File: src/rtl/fp16_pkg.sv
// Shared FP16 field layout, class encodings and loader state encoding.
package fp16_pkg;

  localparam int FP16_W   = 16;
  localparam int BYTE_W   = 8;
  localparam int SIGN_BIT = 15;
  localparam int EXP_MSB  = 14;
  localparam int EXP_LSB  = 10;
  localparam int EXP_W    = 5;
  localparam int MANT_MSB = 9;
  localparam int MANT_W   = 10;
  localparam int CLASS_W  = 3;

  typedef logic [CLASS_W-1:0] fp_class_t;

  localparam fp_class_t CLS_ZERO = 3'd0;
  localparam fp_class_t CLS_SUB  = 3'd1;
  localparam fp_class_t CLS_NORM = 3'd2;
  localparam fp_class_t CLS_INF  = 3'd3;
  localparam fp_class_t CLS_NAN  = 3'd4;

  localparam logic [1:0] ST_IDLE    = 2'd0;
  localparam logic [1:0] ST_WAIT_HI = 2'd1;
  localparam logic [1:0] ST_HOLD    = 2'd2;

endpackage

File: src/rtl/fp16_operand_loader_if.sv
// Byte-in / operand-pair-out bus of the FP16 operand loader.
interface fp16_operand_loader_if;
  import fp16_pkg::*;

  logic              byte_valid;
  logic [BYTE_W-1:0] a_byte;
  logic [BYTE_W-1:0] b_byte;
  logic              in_ready;
  logic [FP16_W-1:0] op_a;
  logic [FP16_W-1:0] op_b;
  fp_class_t         a_class;
  fp_class_t         b_class;
  logic              out_valid;
  logic              out_ready;
  logic              drop;
  logic [7:0]        drop_cnt;

  modport master (
    output byte_valid, a_byte, b_byte, out_ready,
    input  in_ready, op_a, op_b, a_class, b_class, out_valid, drop, drop_cnt
  );

  modport slave (
    input  byte_valid, a_byte, b_byte, out_ready,
    output in_ready, op_a, op_b, a_class, b_class, out_valid, drop, drop_cnt
  );

endinterface

File: src/rtl/fp16_classify.sv
// Combinational FP16 classifier: zero, subnormal, normal, infinity or NaN.
module fp16_classify
  import fp16_pkg::*;
(
  input  logic [FP16_W-1:0] value,
  output fp_class_t         fp_class
);

  logic [EXP_W-1:0]  exp_s;
  logic [MANT_W-1:0] mant_s;
  logic              unused_sign_s;

  assign exp_s         = value[EXP_MSB:EXP_LSB];
  assign mant_s        = value[MANT_MSB:0];
  assign unused_sign_s = value[SIGN_BIT];

  // Class decode from exponent and mantissa fields
  always_comb begin
    fp_class = CLS_NORM;
    if (exp_s == {EXP_W{1'b0}}) begin
      if (mant_s == {MANT_W{1'b0}}) begin
        fp_class = CLS_ZERO;
      end else begin
        fp_class = CLS_SUB;
      end
    end else if (exp_s == {EXP_W{1'b1}}) begin
      if (mant_s == {MANT_W{1'b0}}) begin
        fp_class = CLS_INF;
      end else begin
        fp_class = CLS_NAN;
      end
    end else begin
      fp_class = CLS_NORM;
    end
  end

endmodule

File: src/rtl/fp16_operand_loader.sv
// Assembles FP16 operand pairs from low/high byte streams, classifies them and
// holds the pair for the multiplier; stalled half-pairs are dropped on timeout.
module fp16_operand_loader
  import fp16_pkg::*;
#(
  parameter int TIMEOUT_CYCLES = 15
)
(
  input logic                  clk,
  input logic                  rst,
  fp16_operand_loader_if.slave bus
);

  localparam int CNT_W = $clog2(TIMEOUT_CYCLES + 1);
  localparam logic [CNT_W-1:0] TMO_LAST = CNT_W'(TIMEOUT_CYCLES - 1);

  logic [1:0]        state_r;
  logic [BYTE_W-1:0] lo_a_r;
  logic [BYTE_W-1:0] lo_b_r;
  logic [CNT_W-1:0]  tmo_cnt_r;
  logic [FP16_W-1:0] op_a_r;
  logic [FP16_W-1:0] op_b_r;
  fp_class_t         a_class_r;
  fp_class_t         b_class_r;
  logic              out_valid_r;
  logic              drop_r;
  logic [7:0]        drop_cnt_r;

  logic              in_ready_s;
  logic              accept_s;
  logic [FP16_W-1:0] word_a_s;
  logic [FP16_W-1:0] word_b_s;
  fp_class_t         a_class_s;
  fp_class_t         b_class_s;

  // Upstream may only push while no pair is pending, or as the pending pair leaves
  always_comb begin
    case (state_r)
      ST_IDLE:    in_ready_s = 1'b1;
      ST_WAIT_HI: in_ready_s = 1'b1;
      ST_HOLD:    in_ready_s = bus.out_ready;
      default:    in_ready_s = 1'b1;
    endcase
  end

  assign accept_s = bus.byte_valid & in_ready_s;
  assign word_a_s = {bus.a_byte, lo_a_r};
  assign word_b_s = {bus.b_byte, lo_b_r};

  // Classify the word being completed so class is captured with the operand
  fp16_classify u_class_a (.value(word_a_s), .fp_class(a_class_s));
  fp16_classify u_class_b (.value(word_b_s), .fp_class(b_class_s));

  // Pair assembly FSM, output registers and timeout/drop bookkeeping
  always_ff @(posedge clk or posedge rst) begin
    if (rst) begin
      state_r     <= ST_IDLE;
      lo_a_r      <= 8'h00;
      lo_b_r      <= 8'h00;
      tmo_cnt_r   <= '0;
      op_a_r      <= 16'h0000;
      op_b_r      <= 16'h0000;
      a_class_r   <= CLS_ZERO;
      b_class_r   <= CLS_ZERO;
      out_valid_r <= 1'b0;
      drop_r      <= 1'b0;
      drop_cnt_r  <= 8'h00;
    end else begin
      drop_r <= 1'b0;
      case (state_r)
        ST_IDLE: begin
          if (accept_s) begin
            lo_a_r    <= bus.a_byte;
            lo_b_r    <= bus.b_byte;
            tmo_cnt_r <= '0;
            state_r   <= ST_WAIT_HI;
          end
        end
        ST_WAIT_HI: begin
          // A high byte arriving on the expiry cycle wins over the timeout
          if (accept_s) begin
            op_a_r      <= word_a_s;
            op_b_r      <= word_b_s;
            a_class_r   <= a_class_s;
            b_class_r   <= b_class_s;
            out_valid_r <= 1'b1;
            state_r     <= ST_HOLD;
          end else if (tmo_cnt_r == TMO_LAST) begin
            drop_r  <= 1'b1;
            state_r <= ST_IDLE;
            if (drop_cnt_r != 8'hFF) begin
              drop_cnt_r <= drop_cnt_r + 8'd1;
            end
          end else begin
            tmo_cnt_r <= tmo_cnt_r + CNT_W'(1);
          end
        end
        ST_HOLD: begin
          if (bus.out_ready) begin
            out_valid_r <= 1'b0;
            if (accept_s) begin
              lo_a_r    <= bus.a_byte;
              lo_b_r    <= bus.b_byte;
              tmo_cnt_r <= '0;
              state_r   <= ST_WAIT_HI;
            end else begin
              state_r <= ST_IDLE;
            end
          end
        end
        default: begin
          out_valid_r <= 1'b0;
          state_r     <= ST_IDLE;
        end
      endcase
    end
  end

  assign bus.in_ready  = in_ready_s;
  assign bus.op_a      = op_a_r;
  assign bus.op_b      = op_b_r;
  assign bus.a_class   = a_class_r;
  assign bus.b_class   = b_class_r;
  assign bus.out_valid = out_valid_r;
  assign bus.drop      = drop_r;
  assign bus.drop_cnt  = drop_cnt_r;

endmodule

File: src/flat_wrapper.sv
// flat-port wrapper written by rule: the top's interface ports become plain ports
module fp16_operand_loader_flat import fp16_pkg::*;
#(
  parameter int TIMEOUT_CYCLES = 15
)
  (clk, rst, bus_byte_valid, bus_a_byte, bus_b_byte, bus_out_ready, bus_in_ready, bus_op_a, bus_op_b, bus_a_class, bus_b_class, bus_out_valid, bus_drop, bus_drop_cnt);
  fp16_operand_loader_if bus_i ();
  input logic clk;
  input logic rst;
  input wire logic [$bits(bus_i.byte_valid)-1:0] bus_byte_valid;
  input wire logic [$bits(bus_i.a_byte)-1:0] bus_a_byte;
  input wire logic [$bits(bus_i.b_byte)-1:0] bus_b_byte;
  input wire logic [$bits(bus_i.out_ready)-1:0] bus_out_ready;
  output wire logic [$bits(bus_i.in_ready)-1:0] bus_in_ready;
  output wire logic [$bits(bus_i.op_a)-1:0] bus_op_a;
  output wire logic [$bits(bus_i.op_b)-1:0] bus_op_b;
  output wire logic [$bits(bus_i.a_class)-1:0] bus_a_class;
  output wire logic [$bits(bus_i.b_class)-1:0] bus_b_class;
  output wire logic [$bits(bus_i.out_valid)-1:0] bus_out_valid;
  output wire logic [$bits(bus_i.drop)-1:0] bus_drop;
  output wire logic [$bits(bus_i.drop_cnt)-1:0] bus_drop_cnt;
  assign bus_i.byte_valid = bus_byte_valid;
  assign bus_i.a_byte = bus_a_byte;
  assign bus_i.b_byte = bus_b_byte;
  assign bus_i.out_ready = bus_out_ready;
  assign bus_in_ready = bus_i.in_ready;
  assign bus_op_a = bus_i.op_a;
  assign bus_op_b = bus_i.op_b;
  assign bus_a_class = bus_i.a_class;
  assign bus_b_class = bus_i.b_class;
  assign bus_out_valid = bus_i.out_valid;
  assign bus_drop = bus_i.drop;
  assign bus_drop_cnt = bus_i.drop_cnt;
  fp16_operand_loader #(.TIMEOUT_CYCLES(TIMEOUT_CYCLES)) u_core (.clk(clk), .rst(rst), .bus(bus_i));
endmodule
File: config.mk
export PLATFORM = sky130hd
export DESIGN_NAME = fp16_operand_loader_flat
export DESIGN_NICKNAME = d
export VERILOG_FILES = /design/src/rtl/fp16_pkg.sv /design/src/rtl/fp16_operand_loader_if.sv /design/src/rtl/fp16_classify.sv /design/src/rtl/fp16_operand_loader.sv /design/src/flat_wrapper.sv
export SDC_FILE = /design/constraint.sdc
export NUM_CORES = 1
export LEC_CHECK = 0
export ABC_CLOCK_PERIOD_IN_PS = 2550
export CORE_MARGIN = 5
export CORE_UTILIZATION = 35
export DETAILED_ROUTE_END_ITERATION = 8
export GPL_TIMING_DRIVEN = 0
export SKIP_LAST_GASP = 1
export SLEW_MARGIN = 20
export SYNTH_ARGS = -nofsm -noshare
export SYNTH_HDL_FRONTEND = slang
export SYNTH_SLANG_ARGS = --single-unit
File: constraint.sdc
create_clock -name clk -period 2.55 [get_ports clk]
set_input_delay 0.765 -clock clk [delete_from_list [all_inputs] [get_ports clk]]
set_output_delay 0.765 -clock clk [all_outputs]
set_load 0.03 [all_outputs]
==> flow_summary.yaml, run 1 <==
synthesis:
  synth_nets: 320
  synthCells: 296
  syn_area_per_cell_um2: 10.1
  yosys_warnings: 0
  async_reset_ff_share_pct: 100
  synth_area_um2: 2990
  synthFlopType: "dfrtp_1"
  ys_ff_latch: 70
  synth_edf_count: 0
  ys_seq_area_share_pct: 58.7
  yosysUniqueCellTypes: 35
layout:
  nets: 400
  final_layout_size_suffix_gt1_share_pct: 12.6
  final_area_um2: 4010
  fillers: 804
  area.growth.synth_to_final_pct: 34.3
  mostFrequentLayoutCell: "nand2_1"
  final_cell_mix: "110 x nand2_1, 70 x dfrtp_1, 66 x clkdlybuf4s50_1"
  antennaDiodeCount: 0
run_status:
  status: "finished clean"
sta:
  setup_viol: 0
  hold_viol: 0
  min_period_ns: 2.29
  fmax_mhz: 437
  tightest_slew_ns: 0.495
  slew_headroom_pct: 67.0
  period_share_pct: 89.7
  slew_violations: 0
  finClkSkew_ns: 0.00829
  rsz0062_at_grt: "no"
  final.setup.tns_ns: 0
clock_tree:
  htree_levels: 3
  cts_made_buffers: 9
  cts-root-buf: "clkbuf_8"
  clk_latency_ns: 0.35
  cts_tree: "yes"
  numClockSinks: 70
  max-clock-path-buffers: 2
  path_clk_slew_ns: 0.08
min_path:
  hold_path.class: "flip-flop to flip-flop"
power:
  netSwitchingFraction_pct: 40.5
  switchingPower_w: 0.00195
  p_leak_nw: 1.85
  ir_worst_vdd_mv: 0.399
  power_frac_seq_pct: 38.5
  powerDensity_nw_per_um2: 1200
  p_int_w: 0.00287
  p_clk_share_pct: 17.3
  comb_power_share_pct: 44.2
detailed_routing:
  postRouteAntennaNets: 0
  wl_mm: 6.90
  vias: 2276
  route.detailed.drc: 0
  firstDrtPassIters: 4
  wl_per_cell_um: 14.2
  via_per_inst: 4.68
  drt_iter0_drc: 71
global_routing:
  grt_pass1_vias: 2341
  overflow: 0
  gr-usage-met3_pct: 4.98
  antenna_found_initial: 0
  grt_max_degree: 57
  busiest_layer: "met2"
  grt.met2_usage_pct: 22.2
  met1_usage_pct: 18.4
  grt_pass1_wl_mm: 11.6
  gr-usage-all-layers_pct: 14.3
floorplan:
  design.core.area_um2: 8260
  ios: 69
  num_rows: 33
  die_area_um2: 10500
  die_h_um: 102
  die_w_um: 102
  start_util_pct: 36.2
worst_setup_path:
  critPathArrivalTime_ns: 1.52
  path_class: "flip-flop to output pin"
  start_kind: "flip-flop"
  crit_chain: "clkdlybuf4s50_1"
  crit_family: "buffers and inverters"
  cp_slowest_cell: "clkdlybuf4s50_1"
  crit_fanout: 7
  critical_path_buf_inv_count: 1
  cp-end-kind: "output pin"
  worstPathRequired_ns: 1.79
  slowest_delay_ns: 0.71
job:
  drv_cap: 0
place:
  place_area_um2: 3830
  place_congestion: 0.797
  dp_hpwl_mm: 4.96
  portBuffers: 68
[worst paths after layout]
check	slack, ns	end	start	cells past startpoint
min in group asynchronous	0.69	u_core.bus.op_b[6]$_DFFE_PP0P_	rst	2
max in group asynchronous	1.32	u_core.lo_b_r[7]$_DFFE_PP0P_	rst	3
min	0.48	u_core.bus.op_b[0]$_DFFE_PP0P_	u_core.bus.op_b[0]$_DFFE_PP0P_	2
min reg2reg	0.48	u_core.bus.op_b[0]$_DFFE_PP0P_	u_core.bus.op_b[0]$_DFFE_PP0P_	2
max reg2reg	0.65	u_core.tmo_cnt_r[1]$_DFFE_PP0P_	u_core.state_r[1]$_DFFE_PP0P_	7
max	0.26	bus_drop_cnt[3]	u_core.bus.drop_cnt[3]$_DFFE_PP0P_	1
[cell families (layout without fill, tap and decap cells)]
family | after synthesis | after routing | share of synthesized area (%)
AND/OR/NAND/NOR | 160 | 160 | 23.0
flip-flops | 70 | 70 | 58.7
multiplexers | 19 | 19 | 7.08
buffers and inverters | 14 | 99 | 3.43
AO/OA/AOI/OAI | 25 | 25 | 4.94
XOR/XNOR | 4 | 4 | 1.17
adder cells (fa/ha/maj) | 4 | 4 | 1.68
[power groups by stage]
stage,Combinational [W],Clock [W],Sequential [W]
after floorplan,0.000795,0,0.00237
after global placement,0.00212,0,0.00187
after detailed placement,0.00216,0,0.00188
after CTS,0.00217,0.000869,0.00186
after global routing,0.00232,0.000915,0.00193
final,0.00213,0.000834,0.00185
[worst reg2reg max path, delay by kind of cell, from the launching register on]
family / cells / cell delay, ns
AOI/OAI and AO/OA: 2 / 0.56
adders and majority gates: 1 / 0.28
DFF: 1 / 0.43
and+or+nand+nor: 4 / 0.56
[metrics by stage]
step	utilization (%)	power, W	setup slack, ns	hold WS (ns)	cells
global placement	46.0	0.00399	-1.25	0.456	469
finish	48.6	0.00482	0.264	0.479	486
global route	48.6	0.00516	0.201	0.503	486
floorplan	-	0.00317	0.0168	0.452	296
detailed placement	46.4	0.00404	-0.441	0.464	470
CTS	48.5	0.00490	0.0426	0.485	486
[registers in the layout (all words and copies together), names as in the netlist]
| register | cells |
|---|---|
| u_core.bus.drop_cnt | 8 |
| u_core.tmo_cnt_r | 4 |
| u_core.bus.b_class | 3 |
| u_core.bus.op_b | 16 |
| u_core.bus.a_class | 3 |
| u_core.bus.op_a | 16 |
| u_core.state_r | 2 |
| u_core.bus.drop | 1 |
| u_core.lo_a_r | 8 |
| u_core.bus.out_valid | 1 |
| u_core.lo_b_r | 8 |
[per-layer routing]
layer | routed length, um | vias to the layer above
li1 | - | 1136
met5 | 0 | -
met4 | 63 | 0
met3 | 475 | 9
met1 | 3100 | 1066
met2 | 3260 | 65
[cells in the mapped netlist, types with 2 or more instances]
master	n	area share (%)
a21oi_1	13	2.2
a22o_1	2	0.59
a31oi_1	2	0.42
and3_1	2	0.42
buf_6	6	2.3
clkbuf_1	3	0.38
dfrtp_1	70	59
ha_1	4	1.7
inv_1	3	0.38
mux2_2	16	6.0
mux2i_1	2	0.67
nand2_1	110	14
nand2b_1	3	0.63
nand3_1	12	2.0
nand4_1	2	0.42
nor2_1	15	1.9
nor2b_1	4	0.84
nor4_1	4	0.84
o21ai_0	3	0.50
or4_1	2	0.50
xnor2_1	4	1.2
[timing repair]
item	CTS	global route
hold buffers	0	0
endpoints found under the hold margin	0	0
pin swaps	0	0
resized for setup	6	1
gates cloned	0	0
setup buffers	0	0
endpoints found under the setup margin	1	1
[layout make-up]
class	count	area, um^2	share of cell area (%)
clock inverters	6	45.0	1.12
well taps	105	131	3.28
clock buffers	10	138	3.43
inverters	3	13.8	0.343
multi-input cells	212	1130	28.3
plain buffers	11	91.3	2.28
flip-flops and latches	70	1750	43.7
repair buffers	69	706	17.6
(Power assumes the default switching activity.)
==> run 2: changes to the inputs <==
Settings changed: CORE_MARGIN 5 to unset, GPL_TIMING_DRIVEN 0 to unset.
==> run 2 against run 1 <==
Effect of this change: clock power fell by 9.2%; sequential power hardly changed; power is 1.4% lower; final area shrank 0.16%; combinational power about the same; sequential share of layout area rose by 0.068 points.
==> flow_summary.yaml, run 2 (synthesis gave the netlist of run 1 again) <==
run_status:
  status: "finished clean"
worst_setup_path:
  critical_path_buf_inv_count: 2
  slowest_delay_ns: 0.42
  cp_slowest_cell: "clkdlybuf4s50_1"
  start_kind: "input pin"
  r2r_start: "u_core.state_r[1]$_DFFE_PP0P_"
  crit_fanout: 3
  critPathArrivalTime_ns: 1.62
  reg2reg_depth: 8
  cp-end-kind: "output pin"
  path_class: "input pin to output pin"
  worstPathRequired_ns: 1.79
  crit_chain: "clkdlybuf4s50_1 > nor2b_1 > nand2b_1 > buf_4"
  crit_family: "buffers and inverters"
  ff2ff_setup_slack_ns: 0.75
  r2r_end: "u_core.bus.drop_cnt[5]$_DFFE_PP0P_"
clock_tree:
  clk_latency_ns: 0.34
  cts_setup_buffers: 0
  max-clock-path-buffers: 2
  cts_made_buffers: 9
  post_cts_resize_count: 0
  cts_tree: "yes"
  cts-root-buf: "clkbuf_8"
  numClockSinks: 70
  hold_buffers: 0
  htree_levels: 3
  path_clk_slew_ns: 0.07
place:
  place_congestion: 0.777
  place_area_um2: 3840
  dp_hpwl_mm: 4.50
  portBuffers: 68
  dp_slack_ns: -0.00886
  post-place-cells: 468
min_path:
  hold_path.class: "flip-flop to flip-flop"
  min_to: "u_core.bus.op_b[10]$_DFFE_PP0P_"
  min_from: "u_core.bus.op_b[10]$_DFFE_PP0P_"
  hold-path-cell-count: 2
power:
  p_leak_nw: 1.85
  powerDensity_nw_per_um2: 1190
  ir_worst_vdd_mv: 0.494
  totalPowerFinal_w: 0.00475
global_routing:
  busiest_layer: "met2"
  grt.met2_usage_pct: 23.4
  gr-usage-all-layers_pct: 16.0
  gr-usage-met3_pct: 6.04
  grt_pass1_vias: 2210
  grt_max_degree: 41
  antenna_found_initial: 0
  overflow: 0
  grt_pass1_wl_mm: 10.9
  met1_usage_pct: 21.8
layout:
  area.growth.synth_to_final_pct: 34.1
  nets: 398
  final_area_um2: 4010
  final_cell_mix: "110 x nand2_1, 70 x dfrtp_1, 67 x clkdlybuf4s50_1"
  fin_util_pct: 48.7
  fillers: 771
  fin_cells: 483
  mostFrequentLayoutCell: "nand2_1"
  final_layout_size_suffix_gt1_share_pct: 12.4
  antennaDiodeCount: 0
detailed_routing:
  firstDrtPassIters: 4
  wl_per_cell_um: 13.4
  via_per_inst: 4.72
  vias: 2278
  drt_iter0_drc: 126
  route.detailed.drc: 0
  postRouteAntennaNets: 0
  wl_mm: 6.48
job:
  drv_cap: 0
floorplan:
  die_area_um2: 8910
  die_h_um: 94.4
  num_rows: 33
  ios: 69
  start_util_pct: 36.3
  design.core.area_um2: 8220
  die_w_um: 94.4
sta:
  finalWorstSetupSlack_ns: 0.166
  finClkSkew_ns: 0.00796
  rsz0062_at_grt: "no"
  setup_viol: 0
  tightest_slew_ns: 0.561
  hold_viol: 0
  period_share_pct: 93.5
  slew_headroom_pct: 62.6
  fmax_mhz: 419
  min_period_ns: 2.38
  slew_violations: 0
run 2: cell types whose count changed in the layout (fill, tap and decap cells not counted), sizes merged:
| cell | delta |
|---|---|
| clkinv | +2 |
| clkbuf | -4 |
| inv | -1 |
| clkinvlp | -1 |
| dlymetal6s2s | -1 |
| buf | +1 |
| clkdlybuf4s50 | +1 |
run 2: worst max-delay path by stage:
stage,startpoint,endpoint,slack (ns),cells after the start
after global routing,bus_out_ready,bus_in_ready,0.11,4
after floorplan,rst,u_core.bus.a_class[0]$_DFFE_PP0P_,0.02,1
after global placement,bus_out_ready,u_core.bus.drop_cnt[5]$_DFFE_PP0P_,0.09,9
final,bus_out_ready,bus_in_ready,0.17,4
after detailed placement,bus_out_ready,u_core.bus.drop_cnt[5]$_DFFE_PP0P_,-0.009,9
after CTS,bus_out_ready,bus_in_ready,0.16,4
run 2: through the flow:
step,hold slack [ns],TNS [ns]
2_1_floorplan,0.452,0
3_3_place_gp,0.458,0
3_5_place_dp,0.464,-0.00886
4_1_cts,0.482,0
5_1_grt,0.492,0
6_report,0.475,0
run 2: worst min-delay path, delay by kind of cell (launching register included):
family           cells  cell delay [ns]
DFF                  1             0.35
and+or+nand+nor      2             0.10
run 2: per-layer routing:
| layer | share of wire [%] | wire length [um] |
|---|---|---|
| met1 | 47 | 3070 |
| met2 | 45 | 2890 |
| met3 | 6.7 | 436 |
| met4 | 1.2 | 81 |
| met5 | 0 | 0 |
run 2: cell type report:
class / instances / area [um^2] / area share [%]
sequential: 70 / 1750 / 43.7
multi-input combinational: 212 / 1130 / 28.3
timing repair buffer: 78 / 816 / 20.4
tap: 105 / 131 / 3.28
clock buffer: 9 / 124 / 3.09
clock inverter: 6 / 38.8 / 0.968
inverter: 3 / 11.3 / 0.281
run 2: where the power goes:
group          internal (W)  switching [W]  total, W
clock              0.000345       0.000412  0.000757
combinational      0.000943        0.00120   0.00214
sequential          0.00156       0.000294   0.00185
==> run 3: changes to the inputs <==
Settings changed: RECOVER_POWER set to 25.
==> run 3 against run 2 <==
Effect of this change: critical path depth is the same; maximum frequency about the same; flip-flop and latch count did not move; sequential power about the same; worst hold slack is essentially flat; combinational power about the same.
==> flow_summary.yaml, run 3 (synthesis gave the netlist of run 1 again) <==
run_status:
  status: "finished clean"
power:
  p_leak_nw: 1.84
  totalPowerFinal_w: 0.00474
  ir_worst_vdd_mv: 0.497
  powerDensity_nw_per_um2: 1190
sta:
  fin_hold_ws_ns: 0.475
  hold_viol: 0
  setup_viol: 0
  final.setup.tns_ns: 0
  min_period_ns: 2.38
  finalWorstSetupSlack_ns: 0.166
  period_share_pct: 93.5
  slew_headroom_pct: 40.0
  rsz0062_at_grt: "no"
  slew_violations: 0
  fmax_mhz: 419
  tightest_slew_ns: 0.899
  finClkSkew_ns: 0.00920
min_path:
  hold_path.class: "flip-flop to flip-flop"
layout:
  antennaDiodeCount: 0
  area.growth.synth_to_final_pct: 33.1
  fillers: 775
  nets: 398
  mostFrequentLayoutCell: "nand2_1"
  final_cell_mix: "110 x nand2_1, 70 x dfrtp_1, 65 x clkdlybuf4s50_1"
  final_layout_size_suffix_gt1_share_pct: 12.2
  final_area_um2: 3980
worst_setup_path:
  critPathArrivalTime_ns: 1.62
  slowest_delay_ns: 0.42
  critical_path_buf_inv_count: 2
  crit_chain: "clkdlybuf4s50_1 > nor2b_1 > nand2b_1 > buf_4"
  start_kind: "input pin"
  worstPathRequired_ns: 1.79
  cp-end-kind: "output pin"
  crit_fanout: 3
  cp_slowest_cell: "clkdlybuf4s50_1"
  path_class: "input pin to output pin"
  crit_family: "buffers and inverters"
place:
  place_area_um2: 3840
  dp_slack_ns: -0.00886
  portBuffers: 68
  dp_hpwl_mm: 4.50
  place_congestion: 0.777
clock_tree:
  cts_tree: "yes"
  hold_buffers: 0
  post_cts_resize_count: 0
  clk_latency_ns: 0.34
  max-clock-path-buffers: 2
  numClockSinks: 70
  cts_setup_buffers: 0
  path_clk_slew_ns: 0.07
  cts_made_buffers: 9
  htree_levels: 3
  cts-root-buf: "clkbuf_8"
detailed_routing:
  postRouteAntennaNets: 0
  drt_iter0_drc: 120
  vias: 2284
  wl_mm: 6.47
  firstDrtPassIters: 4
  via_per_inst: 4.73
  wl_per_cell_um: 13.4
  route.detailed.drc: 0
floorplan:
  num_rows: 33
  die_w_um: 94.4
  die_area_um2: 8910
  die_h_um: 94.4
  start_util_pct: 36.3
  design.core.area_um2: 8220
  ios: 69
global_routing:
  grt_pass1_wl_mm: 10.9
  grt_max_degree: 41
  grt_pass1_vias: 2210
  gr-usage-all-layers_pct: 16.0
  overflow: 0
  antenna_found_initial: 0
job:
  drv_cap: 0
run 3: cell types whose count changed in the layout (fill, tap and decap cells not counted), sizes merged:
cell | previous run | this run
buf | 11 | 9
clkbuf | 9 | 11
clkdlybuf4s50 | 67 | 65
dlygate4sd3 | 0 | 2
run 3: worst paths after layout:
path | slack [ns] | startpoint | cells after the start | end
setup reg to reg | 0.75 | u_core.state_r[1]$_DFFE_PP0P_ | 8 | u_core.bus.drop_cnt[5]$_DFFE_PP0P_
hold / removal | 0.47 | u_core.bus.op_b[10]$_DFFE_PP0P_ | 2 | u_core.bus.op_b[10]$_DFFE_PP0P_
min in group asynchronous | 1.05 | rst | 2 | u_core.lo_a_r[4]$_DFFE_PP0P_
max in group asynchronous | 0.47 | rst | 3 | u_core.bus.op_a[4]$_DFFE_PP0P_
setup / recovery | 0.17 | bus_out_ready | 4 | bus_in_ready
hold reg to reg | 0.47 | u_core.bus.op_b[10]$_DFFE_PP0P_ | 2 | u_core.bus.op_b[10]$_DFFE_PP0P_
run 3: metal layers:
layer	global-route usage, %	part of all wire, %
met1	21.8	48
met2	23.4	44
met3	6.04	6.7
met4	5.64	1.7
met5	0	0
run 3: area by class of cell:
class	count	area, um^2	area share [%]
clock buffer	9	124	3.12
clock inverter	6	38.8	0.976
inverter	3	11.3	0.283
multi-input combinational	212	1130	28.5
sequential	70	1750	44.1
tap	105	131	3.31
timing repair buffer	78	786	19.8
run 3: power by group:
| group | internal [W] | switching [W] |
|---|---|---|
| sequential | 0.00156 | 0.000295 |
| clock | 0.000345 | 0.000413 |
| combinational | 0.000937 | 0.00120 |
run 3: tightest hold or removal path, stage by stage, from the launching register on:
cell     delay, ns
dfrtp_1       0.35
nand2_1       0.05
nand2_1       0.05
run 3: per-stage QoR:
step                      util (%)  cells
after floorplan                  -    296
after global placement        46.8    468
after detailed placement      46.8    468
after CTS                     48.7    483
after global routing          48.4    483
final                         48.4    483
